### config.mk
export PLATFORM = sky130hd
export DESIGN_NAME = fetch_stage_flat
export DESIGN_NICKNAME = d
export VERILOG_FILES = /design/src/rtl/fetch_stage_if.sv /design/src/rtl/fetch_stage.sv /design/src/flat_wrapper.sv
export SDC_FILE = /design/constraint.sdc
export NUM_CORES = 1
export LEC_CHECK = 0
export BUFFER_PORTS_ARGS = -buffer_cell sky130_fd_sc_hd__buf_2
export CORE_MARGIN = 2
export CORE_UTILIZATION = 55
export CTS_BUF_LIST = sky130_fd_sc_hd__clkbuf_16
export CTS_CLUSTER_DIAMETER = 60
export CTS_CLUSTER_SIZE = 20
export DETAILED_ROUTE_END_ITERATION = 16
export PLACE_DENSITY = 0.91
export SYNTH_ARGS = -nofsm -noshare
export SYNTH_HDL_FRONTEND = slang
export SYNTH_SLANG_ARGS = --single-unit
### constraint.sdc
create_clock -name clk -period 6.5 [get_ports clk]
set_input_delay 0 -clock clk [delete_from_list [all_inputs] [get_ports clk]]
set_output_delay 0 -clock clk [all_outputs]
set_load 0.02 [all_outputs]
### src/rtl/fetch_stage_if.sv
// ============================================================================
// Module      : fetch_stage_if
// Description : Instruction-memory request/response bus between IF and imem.
// Revision    : 1.0 - initial release
// ============================================================================
`default_nettype none

interface fetch_stage_if;
    logic        imem_req;
    logic [31:0] imem_addr;
    logic        imem_rvalid;
    logic [31:0] imem_rdata;

    modport master (
        output imem_req,
        output imem_addr,
        input  imem_rvalid,
        input  imem_rdata
    );

    modport slave (
        input  imem_req,
        input  imem_addr,
        output imem_rvalid,
        output imem_rdata
    );
endinterface

`default_nettype wire

### src/rtl/fetch_stage.sv
// ============================================================================
// Module      : fetch_stage
// Description : IF stage - PC, single-outstanding fetch engine, hold buffer,
//               and IF/ID pipeline register.
// Revision    : 1.0 - initial release
// ============================================================================
`default_nettype none

module fetch_stage #(
    parameter logic [31:0] RESET_PC  = 32'h0000_0000,
    parameter logic [31:0] NOP_INSTR = 32'h0000_0013
) (
    input  wire logic        clk,
    input  wire logic        rst,
    input  wire logic        stall,
    input  wire logic        flush_IFID,
    input  wire logic        BranchTaken,
    input  wire logic [31:0] redirect_pc,
    fetch_stage_if.master    imem,
    output logic      [31:0] pc_ID,
    output logic      [31:0] instr_ID,
    output logic             valid_ID,
    output logic             fetch_wait
);

    typedef enum logic [1:0] {
        S_FETCH   = 2'd0,
        S_WAIT    = 2'd1,
        S_HOLD    = 2'd2,
        S_DISCARD = 2'd3
    } state_t;

    state_t      state_q, state_d;
    logic [31:0] pc_q, pc_d;
    logic [31:0] hold_pc_q, hold_pc_d;
    logic [31:0] hold_instr_q, hold_instr_d;

    logic        req;
    logic [31:0] addr;
    logic        deliver;
    logic [31:0] deliver_pc;
    logic [31:0] deliver_instr;

    logic [31:0] pc_plus4;
    logic [31:0] redirect_aligned;
    logic        unused_redirect_lsbs;

    assign pc_plus4             = pc_q + 32'd4;
    assign redirect_aligned     = {redirect_pc[31:2], 2'b00};
    assign unused_redirect_lsbs = ^redirect_pc[1:0];

    always_comb begin
        state_d       = state_q;
        pc_d          = pc_q;
        hold_pc_d     = hold_pc_q;
        hold_instr_d  = hold_instr_q;
        req           = 1'b0;
        addr          = pc_q;
        deliver       = 1'b0;
        deliver_pc    = pc_q;
        deliver_instr = imem.imem_rdata;

        case (state_q)
            S_FETCH: begin
                if (BranchTaken) begin
                    pc_d = redirect_aligned;
                end else begin
                    req     = 1'b1;
                    state_d = S_WAIT;
                end
            end
            S_WAIT: begin
                if (imem.imem_rvalid) begin
                    if (BranchTaken) begin
                        pc_d    = redirect_aligned;
                        state_d = S_FETCH;
                    end else if (stall) begin
                        hold_pc_d    = pc_q;
                        hold_instr_d = imem.imem_rdata;
                        state_d      = S_HOLD;
                    end else begin
                        // Back-to-back: deliver and issue the next fetch together.
                        deliver = 1'b1;
                        pc_d    = pc_plus4;
                        req     = 1'b1;
                        addr    = pc_plus4;
                    end
                end else if (BranchTaken) begin
                    pc_d    = redirect_aligned;
                    state_d = S_DISCARD;
                end
            end
            S_HOLD: begin
                if (BranchTaken) begin
                    pc_d    = redirect_aligned;
                    state_d = S_FETCH;
                end else if (!stall) begin
                    deliver       = 1'b1;
                    deliver_pc    = hold_pc_q;
                    deliver_instr = hold_instr_q;
                    pc_d          = pc_plus4;
                    state_d       = S_FETCH;
                end
            end
            S_DISCARD: begin
                if (BranchTaken) begin
                    pc_d = redirect_aligned;
                end
                if (imem.imem_rvalid) begin
                    state_d = S_FETCH;
                end
            end
            default: state_d = S_FETCH;
        endcase
    end

    assign imem.imem_req  = req & ~rst;
    assign imem.imem_addr = addr;
    assign fetch_wait     = ((state_q == S_WAIT) || (state_q == S_DISCARD)) && !imem.imem_rvalid;

    always_ff @(posedge clk) begin
        if (rst) begin
            state_q      <= S_FETCH;
            pc_q         <= RESET_PC;
            hold_pc_q    <= 32'd0;
            hold_instr_q <= NOP_INSTR;
        end else begin
            state_q      <= state_d;
            pc_q         <= pc_d;
            hold_pc_q    <= hold_pc_d;
            hold_instr_q <= hold_instr_d;
        end
    end

    always_ff @(posedge clk) begin
        if (rst) begin
            pc_ID    <= 32'd0;
            instr_ID <= NOP_INSTR;
            valid_ID <= 1'b0;
        end else if (flush_IFID) begin
            instr_ID <= NOP_INSTR;
            valid_ID <= 1'b0;
        end else if (stall) begin
            pc_ID    <= pc_ID;
            instr_ID <= instr_ID;
            valid_ID <= valid_ID;
        end else if (deliver) begin
            pc_ID    <= deliver_pc;
            instr_ID <= deliver_instr;
            valid_ID <= 1'b1;
        end else begin
            instr_ID <= NOP_INSTR;
            valid_ID <= 1'b0;
        end
    end

endmodule

`default_nettype wire

### src/flat_wrapper.sv
// flat-port wrapper written by rule: the top's interface ports become plain ports
module fetch_stage_flat 
#(
    parameter logic [31:0] RESET_PC  = 32'h0000_0000,
    parameter logic [31:0] NOP_INSTR = 32'h0000_0013
)
  (clk, rst, stall, flush_IFID, BranchTaken, redirect_pc, pc_ID, instr_ID, valid_ID, fetch_wait, imem_imem_req, imem_imem_addr, imem_imem_rvalid, imem_imem_rdata);
  fetch_stage_if imem_i ();
  input  wire logic clk;
  input  wire logic rst;
  input  wire logic stall;
  input  wire logic flush_IFID;
  input  wire logic BranchTaken;
  input  wire logic [31:0] redirect_pc;
  output logic      [31:0] pc_ID;
  output logic      [31:0] instr_ID;
  output logic valid_ID;
  output logic fetch_wait;
  output wire logic [$bits(imem_i.imem_req)-1:0] imem_imem_req;
  output wire logic [$bits(imem_i.imem_addr)-1:0] imem_imem_addr;
  input wire logic [$bits(imem_i.imem_rvalid)-1:0] imem_imem_rvalid;
  input wire logic [$bits(imem_i.imem_rdata)-1:0] imem_imem_rdata;
  assign imem_imem_req = imem_i.imem_req;
  assign imem_imem_addr = imem_i.imem_addr;
  assign imem_i.imem_rvalid = imem_imem_rvalid;
  assign imem_i.imem_rdata = imem_imem_rdata;
  fetch_stage #(.RESET_PC(RESET_PC), .NOP_INSTR(NOP_INSTR)) u_core (.clk(clk), .rst(rst), .stall(stall), .flush_IFID(flush_IFID), .BranchTaken(BranchTaken), .redirect_pc(redirect_pc), .imem(imem_i), .pc_ID(pc_ID), .instr_ID(instr_ID), .valid_ID(valid_ID), .fetch_wait(fetch_wait));
endmodule
[Word-level counts from Yosys, hierarchy flattened]
Index checks and enable logic that the tools add are counted.
Storage, ports and cells
  bits in registers: 163
  output and inout port bits: 99
  logic and storage cells: 59
Operators by class
  add/subtract/negate cells: 1
  eq/ne operators: 8
  muxes and demuxes: 29
  bitwise operators: 5
  reduce and logical (&&, ||, !) cells: 9
Operator list (count)
  2-to-1 mux 32 bit: 12
  one-hot mux 32 bit (3 select lines): 1
  adder 32 x 3 -> 32 bit, second input constant: 1
  2-to-1 mux 2 bit: 8
  != test 3 bit, second input constant: 3
  one-hot mux 2 bit (4 select lines): 1
  2-to-1 mux 1 bit: 5
  AND reduction 5 bit: 1
  == test 2 bit, second input constant: 2
  != test 2 bit, second input constant: 2
  NOT 1 bit: 4
  one-hot mux 1 bit (2 select lines): 2
  AND reduction 4 bit: 1
  OR reduction 2 bit: 2
  AND reduction 3 bit: 1
  == test 2 x 1 -> 1 bit, second input constant: 1
  logical NOT 2 bit: 1
  bitwise AND 1 bit: 1
  logical AND 1 bit: 1
  logical NOT 1 bit: 1
  logical OR 1 bit: 1

[Longest topological paths before layout]
Gate-level depths: netlist of the first run.
  word-level depth: 5
  depth in mapped cells: 9
  mapped depth without buffers: 7

[Least setup slack after synthesis of the first run]
OpenSTA, ideal clock, no wires.
  path type: register -> output
  start point: register u_core.pc_q[2]
  end point: output port imem_imem_addr[30]
  data arrival time: 2.332 ns
  required time: 6.500 ns
  path slack: 4.168 ns
  stages on the path, launching flop included: 8
  path buffers: 1
  path through: dfxtp_1 > ha_1 > nand3b_1 > or4_4 > buf_6 > or4_4 > nor2_2 > xor2_1
On the way
  word-level cells in the longest chain between the ends: 5
Ends and longest elaborated chain
  start: declaration: line fetch_stage.sv:34  | logic [31:0] pc_q, pc_d;
  start signal: assignment: line fetch_stage.sv:129  | pc_q <= pc_d;
  adder 32 x 3 -> 32 bit: line fetch_stage.sv:48  | assign pc_plus4 = pc_q + 32'd4;
  2-to-1 mux 32 bit: line fetch_stage.sv:77  | end else if (stall) begin
  2-to-1 mux 32 bit: line fetch_stage.sv:74  | if (BranchTaken) begin
  2-to-1 mux 32 bit: line fetch_stage.sv:73  | if (imem.imem_rvalid) begin
  2-to-1 mux 32 bit: line fetch_stage.sv:63  | case (state_q)
  end: declaration: line flat_wrapper.sv:20  | output wire logic [$bits(imem_i.imem_addr)-1:0] imem_imem_addr;
No other way between the ends.

[Worst setup path in the final report of the first run]
  start point: register u_core.state_q[1]
  end point: output port imem_imem_addr[30]
On the way
  word-level cells in the longest chain between the ends: 2
Ends and longest elaborated chain
  start: declaration: line fetch_stage.sv:33  | state_t state_q, state_d;
  start signal: assignment: line fetch_stage.sv:128  | state_q <= state_d;
  == test 2 x 1 -> 1 bit: line fetch_stage.sv:63
  2-to-1 mux 32 bit: line fetch_stage.sv:63
No other way between the ends.

==> results of run 1 <==
==> cells in the final DEF (no fill, tap or decap), types with 3 or more instances in the layout <==
| cell | count |
|---|---|
| or4_1 | 3 |
| clkinv_4 | 3 |
| a211oi_1 | 5 |
| a221oi_1 | 3 |
| a22oi_1 | 6 |
| dlygate4sd3_1 | 63 |
| xor2_1 | 14 |
| dfxtp_1 | 163 |
| buf_2 | 165 |
| and2_1 | 5 |
| a21oi_1 | 136 |
| ha_1 | 6 |
| a31oi_1 | 8 |
| nand3_1 | 21 |
| nor2_1 | 104 |
| nand3b_1 | 6 |
| o21ai_0 | 19 |
| nor3_1 | 19 |
| buf_4 | 10 |
| inv_1 | 10 |
| o22ai_1 | 4 |
| clkinv_2 | 4 |
| nand2_1 | 286 |
| mux2_2 | 3 |
| mux2i_1 | 4 |
| nand4_1 | 10 |
| a311oi_1 | 38 |
| and4_1 | 6 |
| nor4_1 | 7 |
| xnor2_1 | 19 |
| clkbuf_16 | 17 |
| nand2b_1 | 3 |
| and3_1 | 9 |
==> metrics by stage <==
step | hold slack, ns | setup slack [ns] | util | power, uW | instance area, um2
finish | 0.0108 | 3.31 | 0.703 | 2380 | 9680
global route | 0.0116 | 3.13 | 0.703 | 2460 | 9680
CTS | 0.00702 | 3.36 | 0.703 | 2370 | 9680
detailed placement | 0.210 | 3.49 | 0.616 | 1380 | 8480
global placement | 0.215 | 3.53 | 0.616 | 1370 | 8480
floorplan | 0.108 | 4.17 | - | 1280 | 7720
==> routing by layer <==
| metal | vias up | wire length [um] | track usage | part of all wire |
|---|---|---|---|---|
| met5 | - | 0 | 0 | 0 |
| met4 | 0 | 1020 | 0.150 | 0.042 |
| met3 | 99 | 2240 | 0.0869 | 0.092 |
| met2 | 526 | 11600 | 0.522 | 0.47 |
| met1 | 3878 | 9560 | 0.412 | 0.39 |
| li1 | 3915 | - | - | - |
==> cells in the mapped netlist (6+ instances only) <==
| cell type | number | share of area |
|---|---|---|
| dfxtp_1 | 163 | 0.42 |
| xnor2_1 | 19 | 0.022 |
| and3_1 | 9 | 0.0073 |
| nor2_1 | 106 | 0.052 |
| inv_1 | 7 | 0.0034 |
| nand3_1 | 21 | 0.014 |
| nor3_1 | 19 | 0.012 |
| clkbuf_1 | 78 | 0.038 |
| buf_2 | 9 | 0.0058 |
| a22oi_1 | 6 | 0.0058 |
| a311oi_1 | 38 | 0.043 |
| nand2_1 | 287 | 0.14 |
| ha_1 | 6 | 0.0097 |
| nand4_1 | 10 | 0.0081 |
| o21ai_0 | 19 | 0.012 |
| a31oi_1 | 8 | 0.0065 |
| nor4_1 | 7 | 0.0057 |
| nand3b_1 | 6 | 0.0058 |
| a21oi_1 | 136 | 0.088 |
| xor2_1 | 14 | 0.016 |
| and4_1 | 6 | 0.0068 |
==> path summary, 6_finish.rpt <==
| path | start | to | depth (start not counted) |
|---|---|---|---|
| max | u_core.state_q[1] | imem_imem_addr[30] | 7 |
| min | rst | u_core.pc_q[3] | 2 |
| max reg2reg | u_core.state_q[1] | u_core.hold_pc_q[14] | 7 |
| min reg2reg | u_core.hold_pc_q[18] | u_core.hold_pc_q[18] | 2 |
==> logic make-up after synthesis <==
logic type      share of synthesized area
simple gates                        0.274
fa+ha+maj                         0.00972
buf+inv                            0.0554
mux                               0.00956
compound gates                      0.191
xor+xnor                           0.0374
flops                               0.423
==> power by group <==
group	internal (uW)	total, uW	switching (uW)
Sequential	1030	1080	55.1
Combinational	121	320	199
Clock	562	979	417
Total	1710	2380	671
==> timing repair <==
item | in CTS | in global routing
endpoints found under the hold margin | 88 | 0
buffers inserted | 0 | 0
hold buffers | 63 | 0
setup endpoints to repair | 0 | 0
resized for setup | 0 | 0
==> state kept, by name (all words and copies together), names as in the netlist <==
register	count
u_core.hold_instr_q	32
u_core.pc_ID	32
u_core.valid_ID	1
u_core.pc_q	32
u_core.state_q	2
u_core.hold_pc_q	32
u_core.instr_ID	32
==> cell type report <==
class / count / share of cell area
Multi-Input combinational cell: 781 / 0.419
Sequential cell: 163 / 0.337
Timing Repair Buffer: 238 / 0.158
Clock buffer: 17 / 0.0439
Tap cell: 180 / 0.0233
Clock inverter: 15 / 0.0147
Inverter: 8 / 0.00310
Antenna cell: 2 / 0.000517
==> reports/metrics.yaml, run 1 <==
wl_per_cell_um: 17.4
cts_max_path_buffers: 2
grt_pass1_wl_mm: 38.7
grt_pass1_vias: 7765
period_share: 0.491
vias_per_cell: 6.00
period_minus_slack_ns: 3.19
synth_seq_cells: 163
ir_worst_vdd_mv: 0.203
synthCells: 1049
drv_slew: 0
drtIter0Drc: 1057
drt-total-wl_mm: 24.4
ys_seq_area_frac: 0.423
cts_tree: "built"
path_max_fanout: 13
antenna_left: 0
hold_violations: 0
power.leakage_uw: 0.00379
die_h_um: 122
synth_edf_count: 0
cts-buffers-inserted: 17
core_area_um2: 13800
crit_family: "simple AND/OR/NAND/NOR gates"
crit_arrival_ns: 3.19
fin_nets: 1285
critPathKind: "flip-flop to output port"
clock-sinks: 163
startpoint_type: "flip-flop"
die_x_um: 122
grt_max_degree: 71
min_path_type: "input port to flip-flop"
antenna_found_initial: 2
grt_overflow: 0
syn_avg_cell_area_um2: 7.36
rsz0062_at_grt: "no"
ioPinCount: 169
power_density_nw_per_um2: 246
worst-path-buf-inv: 2
crit_path_end_kind: "output port"
htreeDepth: 4
synth_fp_nets: 1125
worst-endpoint-required_ns: 6.50
r2r_slack_ns: 3.39
clk_pin_slew_ns: 0.07
drv_cap: 0
multi_input_area_um2: 4060
cts_root_buf: "clkbuf_16"
path_cells: "inv_1 > ha_1 > nand3_1 > or4_4 > nor2_2 > xor2_1 > buf_2"
die-area_um2: 15000
max_freq_mhz: 313
syn_area_um2: 7720
ys_types: 59
regArea_um2: 3260
slowest_delay_ns: 0.75
drt_first_pass_iters: 7
async_reset_ff_frac: 0
clkLatencyLatePin_ns: 0.44
gp_congestion: 0.971
finalSetupViolCount: 0
finalSetupTns_ns: 0
vias: 8418
synth_ff_type: "dfxtp_1"
io_buffers: 166
fin_skew_ns: 0.0113
finalNonFillerCells: 1404
dp.final_hpwl_mm: 14.2
crit_slowest_cell: "or4_4"
status: "complete, no violations"
dp.cells: 1307
initial_utilization: 0.561
num_rows: 43
worst_pin_slew_ns: 0.971
maxSlewHeadroom: 0.334
drive_above_1_share: 0.178
track_usage: 0.326
synthToLayoutAreaGrowth_pct: 25.4
route.detailed.drc: 0
ys_warn_count: 0
fillers: 1070
No activity file was read; power rests on OpenSTA's default activity.
==> inputs of run 2 (changes only) <==
- CORE_UTILIZATION: 55 -> 49
- PLACE_DENSITY: 0.91 -> 0.86
- clock period: 6.5 -> 2.65 ns (I/O delays scaled with it)
==> reports/metrics.yaml, run 2 (synthesis results as in run 1) <==
met1_usage: 0.366  # -0.0455
crit_path_end_kind: "output port"
drv_slew: 0  # unchanged
fin_nets: 1310  # +1.9%
crit_arrival_ns: 2.57  # -0.62 ns
track_usage: 0.295  # -0.0313
fillers: 1272  # +19%
period_minus_slack_ns: 2.57
grt_max_degree: 59  # -17%
period_share: 0.971
clock-sinks: 163  # unchanged
regToRegEndpoint: "u_core.pc_q[11]"
r2r_slack_ns: 0.30  # -3.09 ns
power.leakage_uw: 0.00394  # +3.9%
vias: 8590  # +2.0%
route.detailed.drc: 0  # unchanged
met3_usage: 0.0772  # -0.00969
grt_pass1_vias: 7837  # +0.93%
setup.worst_path.start: "u_core.pc_q[11]"
met2_usage: 0.449  # -0.0723
min_path_cells: 4  # +2
hold_violations: 0  # unchanged
drv_cap: 0  # unchanged
die-area_um2: 16800  # +12%
cts_root_buf: "clkbuf_16"
cts_max_path_buffers: 2  # unchanged
core_area_um2: 15300  # +11%
status: "complete, no violations"
clkLatencyLatePin_ns: 0.44  # about the same
num_rows: 45  # +4.7%
grt_overflow: 0  # unchanged
min_path_type: "input port to flip-flop"
die_x_um: 130  # +5.8%
synthToLayoutAreaGrowth_pct: 30.2
antenna_left: 0  # unchanged
drive_above_1_share: 0.205  # +0.0269
regArea_um2: 3280  # +0.46%
vias_per_cell: 5.88  # -1.9%
path_max_fanout: 11  # -2
worst_pin_slew_ns: 0.629  # -0.342 ns
rsz0062_at_grt: "yes"
grt_pass1_wl_mm: 39.1  # +0.93%
multi_input_area_um2: 4080  # +0.46%
drtIter0Drc: 978  # -7.5%
cts_tree: "built"
drt_first_pass_iters: 6  # -1
io_buffers: 166  # unchanged
grt_busiest_layer: "met2"
ir_worst_vdd_mv: 0.509  # +150%
final_common_cell: "nand2_1"
ioPinCount: 169  # unchanged
antenna_found_initial: 2  # unchanged
wl_per_cell_um: 17.1  # -1.8%
dpl-instance-area_um2: 8750  # +3.2%
clk_pin_slew_ns: 0.07  # about the same
final_core_util: 0.657  # -0.0463
cts-buffers-inserted: 17  # unchanged
fin_skew_ns: 0.00846  # -0.00286 ns
critPathKind: "flip-flop to output port"
fin_ws_ns: 0.0774  # -3.23 ns
htreeDepth: 4  # unchanged
layout_common_cells: "nand2_1 (286), buf_2 (163), dfxtp_1 (155)"
initial_utilization: 0.504  # -0.0564
drt-total-wl_mm: 24.9  # +2.2%
reg2reg_depth: 7  # unchanged
maxSlewHeadroom: 0.581  # +0.247
dp_slack_ns: 0.276  # -3.21 ns
max_freq_mhz: 389
r2r_start: "u_core.state_q[0]"
timing.critical_path.to: "imem_imem_addr[30]"
power_density_nw_per_um2: 599  # +140%
dp.final_hpwl_mm: 15.3  # +7.4%
final_area_um2: 10100  # +3.9%
startpoint_type: "flip-flop"
die_h_um: 130  # +5.8%
gp_congestion: 0.966  # -0.48%
worst-endpoint-required_ns: 2.65  # -3.85 ns
finalSetupViolCount: 0  # unchanged
==> run 2: critical path, cell delays in order (launching register included) <==
cell and delay, ns:
dfxtp_2 0.43, nand3_1 0.14, or4_4 0.54, or4_4 0.58, nor2_4 0.10, xor2_1 0.17, buf_4 0.16
==> run 2: area by class of cell <==
type                            instances  area share
Multi-Input combinational cell        781       0.405
Sequential cell                       163       0.326
Timing Repair Buffer                  263       0.179
Clock buffer                           17      0.0423
Tap cell                              211      0.0263
Clock inverter                         15      0.0170
Inverter                                8     0.00299
Antenna cell                            3    0.000747
==> run 2: worst min-delay path by stage <==
stage / startpoint / endpoint / slack, ns
6_report: imem_imem_rvalid / u_core.state_q[1] / 0.05
5_1_grt: imem_imem_rvalid / u_core.state_q[1] / 0.08
3_3_place_gp: redirect_pc[29] / u_core.pc_q[29] / 0.21
3_5_place_dp: redirect_pc[29] / u_core.pc_q[29] / 0.21
2_1_floorplan: redirect_pc[10] / u_core.pc_q[10] / 0.11
4_1_cts: imem_imem_rvalid / u_core.state_q[1] / 0.04
==> run 2: report_power, final <==
group	internal [uW]	switching, uW
registers	2520	116
logic	341	523
clock network	1410	1100
total	4280	1740
==> run 2: metrics by stage <==
stage | hold WS, ns | TNS (ns) | cells | power [uW]
global route | 0.0773 | -0.0694 | 1460 | 6210
floorplan | 0.108 | 0 | 1049 | 3140
finish | 0.0518 | 0 | 1461 | 6020
CTS | 0.0369 | 0 | 1458 | 6000
global placement | 0.212 | 0 | 1359 | 3420
detailed placement | 0.213 | 0 | 1359 | 3440
==> run 2: timing repair <==
action	in CTS	in global routing
setup endpoints to repair	2	7
hold buffers	64	0
pin swaps	2	1
gates resized for setup	8	9
endpoints found under the hold margin	93	0
cloned	0	0
buffers inserted	3	0
==> run 2: metal layers <==
metal	vias to the layer above	share of wire
li1	3969	-
met1	3931	0.40
met2	544	0.45
met3	146	0.093
met4	0	0.060
met5	-	0
==> inputs of run 3 (changes only) <==
- ABC_AREA: default -> 1
- CORE_UTILIZATION: 49 -> 50
- CTS_CLUSTER_SIZE: 20 -> 12
- PLACE_DENSITY: 0.86 -> 0.87
==> reports/metrics.yaml, run 3 <==
drive_above_1_share: 0.161  # -0.0438
synth_seq_cells: 163  # unchanged
rsz0062_at_grt: "no"
crit_path_end_kind: "output port"
gp_congestion: 0.927  # -4.1%
cts_root_buf: "clkbuf_16"
ir_worst_vdd_mv: 0.539  # +5.9%
crit_slowest_cell: "dfxtp_1"
clkLatencyLatePin_ns: 0.43  # about the same
worst_pin_slew_ns: 1.01  # +0.378 ns
antenna_found_initial: 0  # -2
grt_overflow: 0  # unchanged
fin_ws_ns: 0.167  # +0.0898 ns
finalSetupViolCount: 0  # unchanged
ys_seq_area_frac: 0.390  # -0.0328
grt_max_degree: 65  # +10%
dp.cells: 1604  # +18%
vias: 9208  # +7.2%
core_area_um2: 16500  # +7.5%
synthCells: 1286  # +23%
holdWs_ns: 0.0255  # -0.0262 ns
startpoint_type: "flip-flop"
synth_fp_nets: 1362  # +21%
wl_per_cell_um: 14.7  # -14%
period_minus_slack_ns: 2.48  # -0.0898 ns
crit_arrival_ns: 2.48  # -0.09 ns
ys_types: 35  # -41%
fillers: 1436  # +13%
drt-total-wl_mm: 25.1  # +0.59%
hold_violations: 0  # unchanged
path_common_cell: "nand2_1"
io_buffers: 166  # unchanged
drv_slew: 0  # unchanged
initial_utilization: 0.509  # +0.00426
met2_usage: 0.467  # +0.0181
multi_input_area_um2: 4270  # +4.7%
clk_pin_slew_ns: 0.06  # about the same
cts_tree: "built"
final_common_cell: "nand2_1"
track_usage: 0.277  # -0.0180
ys_top_cells_by_area: "dfxtp_1 (39%), nand2_1 (17%), o21ai_0 (11%)"
finalSetupTns_ns: 0  # unchanged
period_share: 0.937  # -0.0339
syn_avg_cell_area_um2: 6.51  # -12%
internal_power_uw: 4800  # +12%
postCtsSetupRepairBufs: 0  # -3
status: "complete, no violations"
yosysTopAreaCell: "dfxtp_1"
p_comb_frac: 0.303  # +0.160
fin_skew_ns: 0.0105  # +0.00207 ns
critPathKind: "flip-flop to output port"
synth_common_cells: "nand2_1 (385), o21ai_0 (184), dfxtp_1 (163)"
worst-endpoint-required_ns: 2.65  # about the same
maxSlewHeadroom: 0.328  # -0.253
num_rows: 47  # +4.4%
power.leakage_uw: 0.00442  # +12%
clock-sinks: 163  # unchanged
max_freq_mhz: 403  # +3.6%
vias_per_cell: 5.41  # -7.9%
ioPinCount: 169  # unchanged
regArea_um2: 3260  # -0.46%
syn_area_um2: 8370  # +8.4%
die_x_um: 133  # +3.0%
synth_ff_type: "dfxtp_1"
drtIter0Drc: 863  # -12%
die_h_um: 133  # +3.0%
layout_common_cells: "nand2_1 (383), o21ai_0 (184), buf_2 (166)"
met3_usage: 0.0510  # -0.0262
ys_warn_count: 0  # unchanged
antenna_left: 0  # unchanged
synth.most_common_cell: "nand2_1"
cts_max_path_buffers: 2  # unchanged
async_reset_ff_frac: 0  # unchanged
drv_cap: 0  # unchanged
path_max_fanout: 6  # -5
dp_slack_ns: 0.514  # +0.238 ns
pwr-share-clk: 0.312  # -0.106
path_cells: "ha_1 > inv_1 > nor2_2 > nand4_1 > clkinv_1 > nand3_1 > nand2_1 > nand2_1 > o21ai_0 > buf_2"
cts-buffers-inserted: 17  # unchanged
grt_pass1_wl_mm: 40.0  # +2.4%
power_density_nw_per_um2: 738  # +23%
power.switching_uw: 2910  # +67%
sw_frac_of_total: 0.377  # +0.0874
dp.final_hpwl_mm: 15.7  # +2.6%
pwr-share-seq: 0.385  # -0.053
route.detailed.drc: 0  # unchanged
finalNonFillerCells: 1701  # +16%
synth_top_area_frac: 0.390  # -0.0328
synthToLayoutAreaGrowth_pct: 24.7
grt_busiest_layer: "met2"
min_path_type: "input port to flip-flop"
fin_nets: 1543  # +18%
slowest_delay_ns: 0.44  # -0.14 ns
drt_first_pass_iters: 6  # unchanged
htreeDepth: 4  # unchanged
die-area_um2: 17800  # +6.1%
met1_usage: 0.343  # -0.0233
grt_pass1_vias: 8447  # +7.8%
synth_edf_count: 0  # unchanged
run 3: cell types whose count changed in the layout (fill, tap and decap cells not counted), sizes merged, moves of 17 or more:
cell and delta:
inv +108, nor2 -57, nand2 +99, xnor2 -17, a21oi +24, a311oi -38, o21ai +171, nand3 +71
run 3: what timing repair did:
item                                    CTS  global route
endpoints found under the hold margin    94             0
hold buffers                             64             0
gates resized for setup                   0             1
endpoints found under the setup margin    0             3
run 3: final timing paths:
| kind | start | end | slack, ns | depth (start not counted) |
|---|---|---|---|---|
| min reg2reg | u_core.hold_pc_q[20] | u_core.hold_pc_q[20] | 0.45 | 2 |
| max reg2reg | u_core.state_q[1] | u_core.pc_ID[2] | 0.50 | 9 |
| min | redirect_pc[4] | u_core.pc_q[4] | 0.03 | 5 |
| max | u_core.pc_q[3] | imem_imem_addr[28] | 0.17 | 10 |
run 3: area by class of cell:
type	instances	share of cell area
sequential	163	0.312
inverter	118	0.0424
antenna	1	0.000240
clock buffer	17	0.0407
tap	220	0.0264
clock inverter	15	0.0135
timing repair buffer	249	0.156
multi-input combinational	918	0.409
run 3: kinds of logic after synthesis:
logic type,share of synthesized area
AND/OR/NAND/NOR,0.273
adder cells (fa/ha/maj),0.00897
flip-flops,0.390
AO/OA/AOI/OAI,0.217
buffers and inverters,0.102
XOR/XNOR,0.00941
run 3: power by group through the flow:
stage | sequential, uW | combinational, uW | clock (uW)
after detailed placement | 3000 | 2180 | 0
after floorplan | 2900 | 1640 | 0
after CTS | 2950 | 2280 | 2410
after global routing | 2990 | 2580 | 2510
after global placement | 2990 | 2140 | 0
final | 2970 | 2340 | 2400
run 3: critical path: cells and delay by family, from the launching register on:
kind	cells	cell delay, ns
simple gates	5	0.76
buf+inv	3	0.49
flops	1	0.44
fa+ha+maj	1	0.25
compound gates	1	0.11
run 3: metrics by stage:
step / power [uW] / utilization / cell area (um2)
detailed placement: 5190 / 0.561 / 9230
finish: 7710 / 0.634 / 10400
CTS: 7640 / 0.634 / 10400
global route: 8070 / 0.634 / 10400
global placement: 5130 / 0.561 / 9230
floorplan: 4540 / - / 8370
run 3: per-layer routing:
layer / vias to the layer above / wire (um)
li1: 4536 / -
met1: 4165 / 10400
met5: - / 0
met2: 437 / 11900
met4: 0 / 853
met3: 70 / 2000
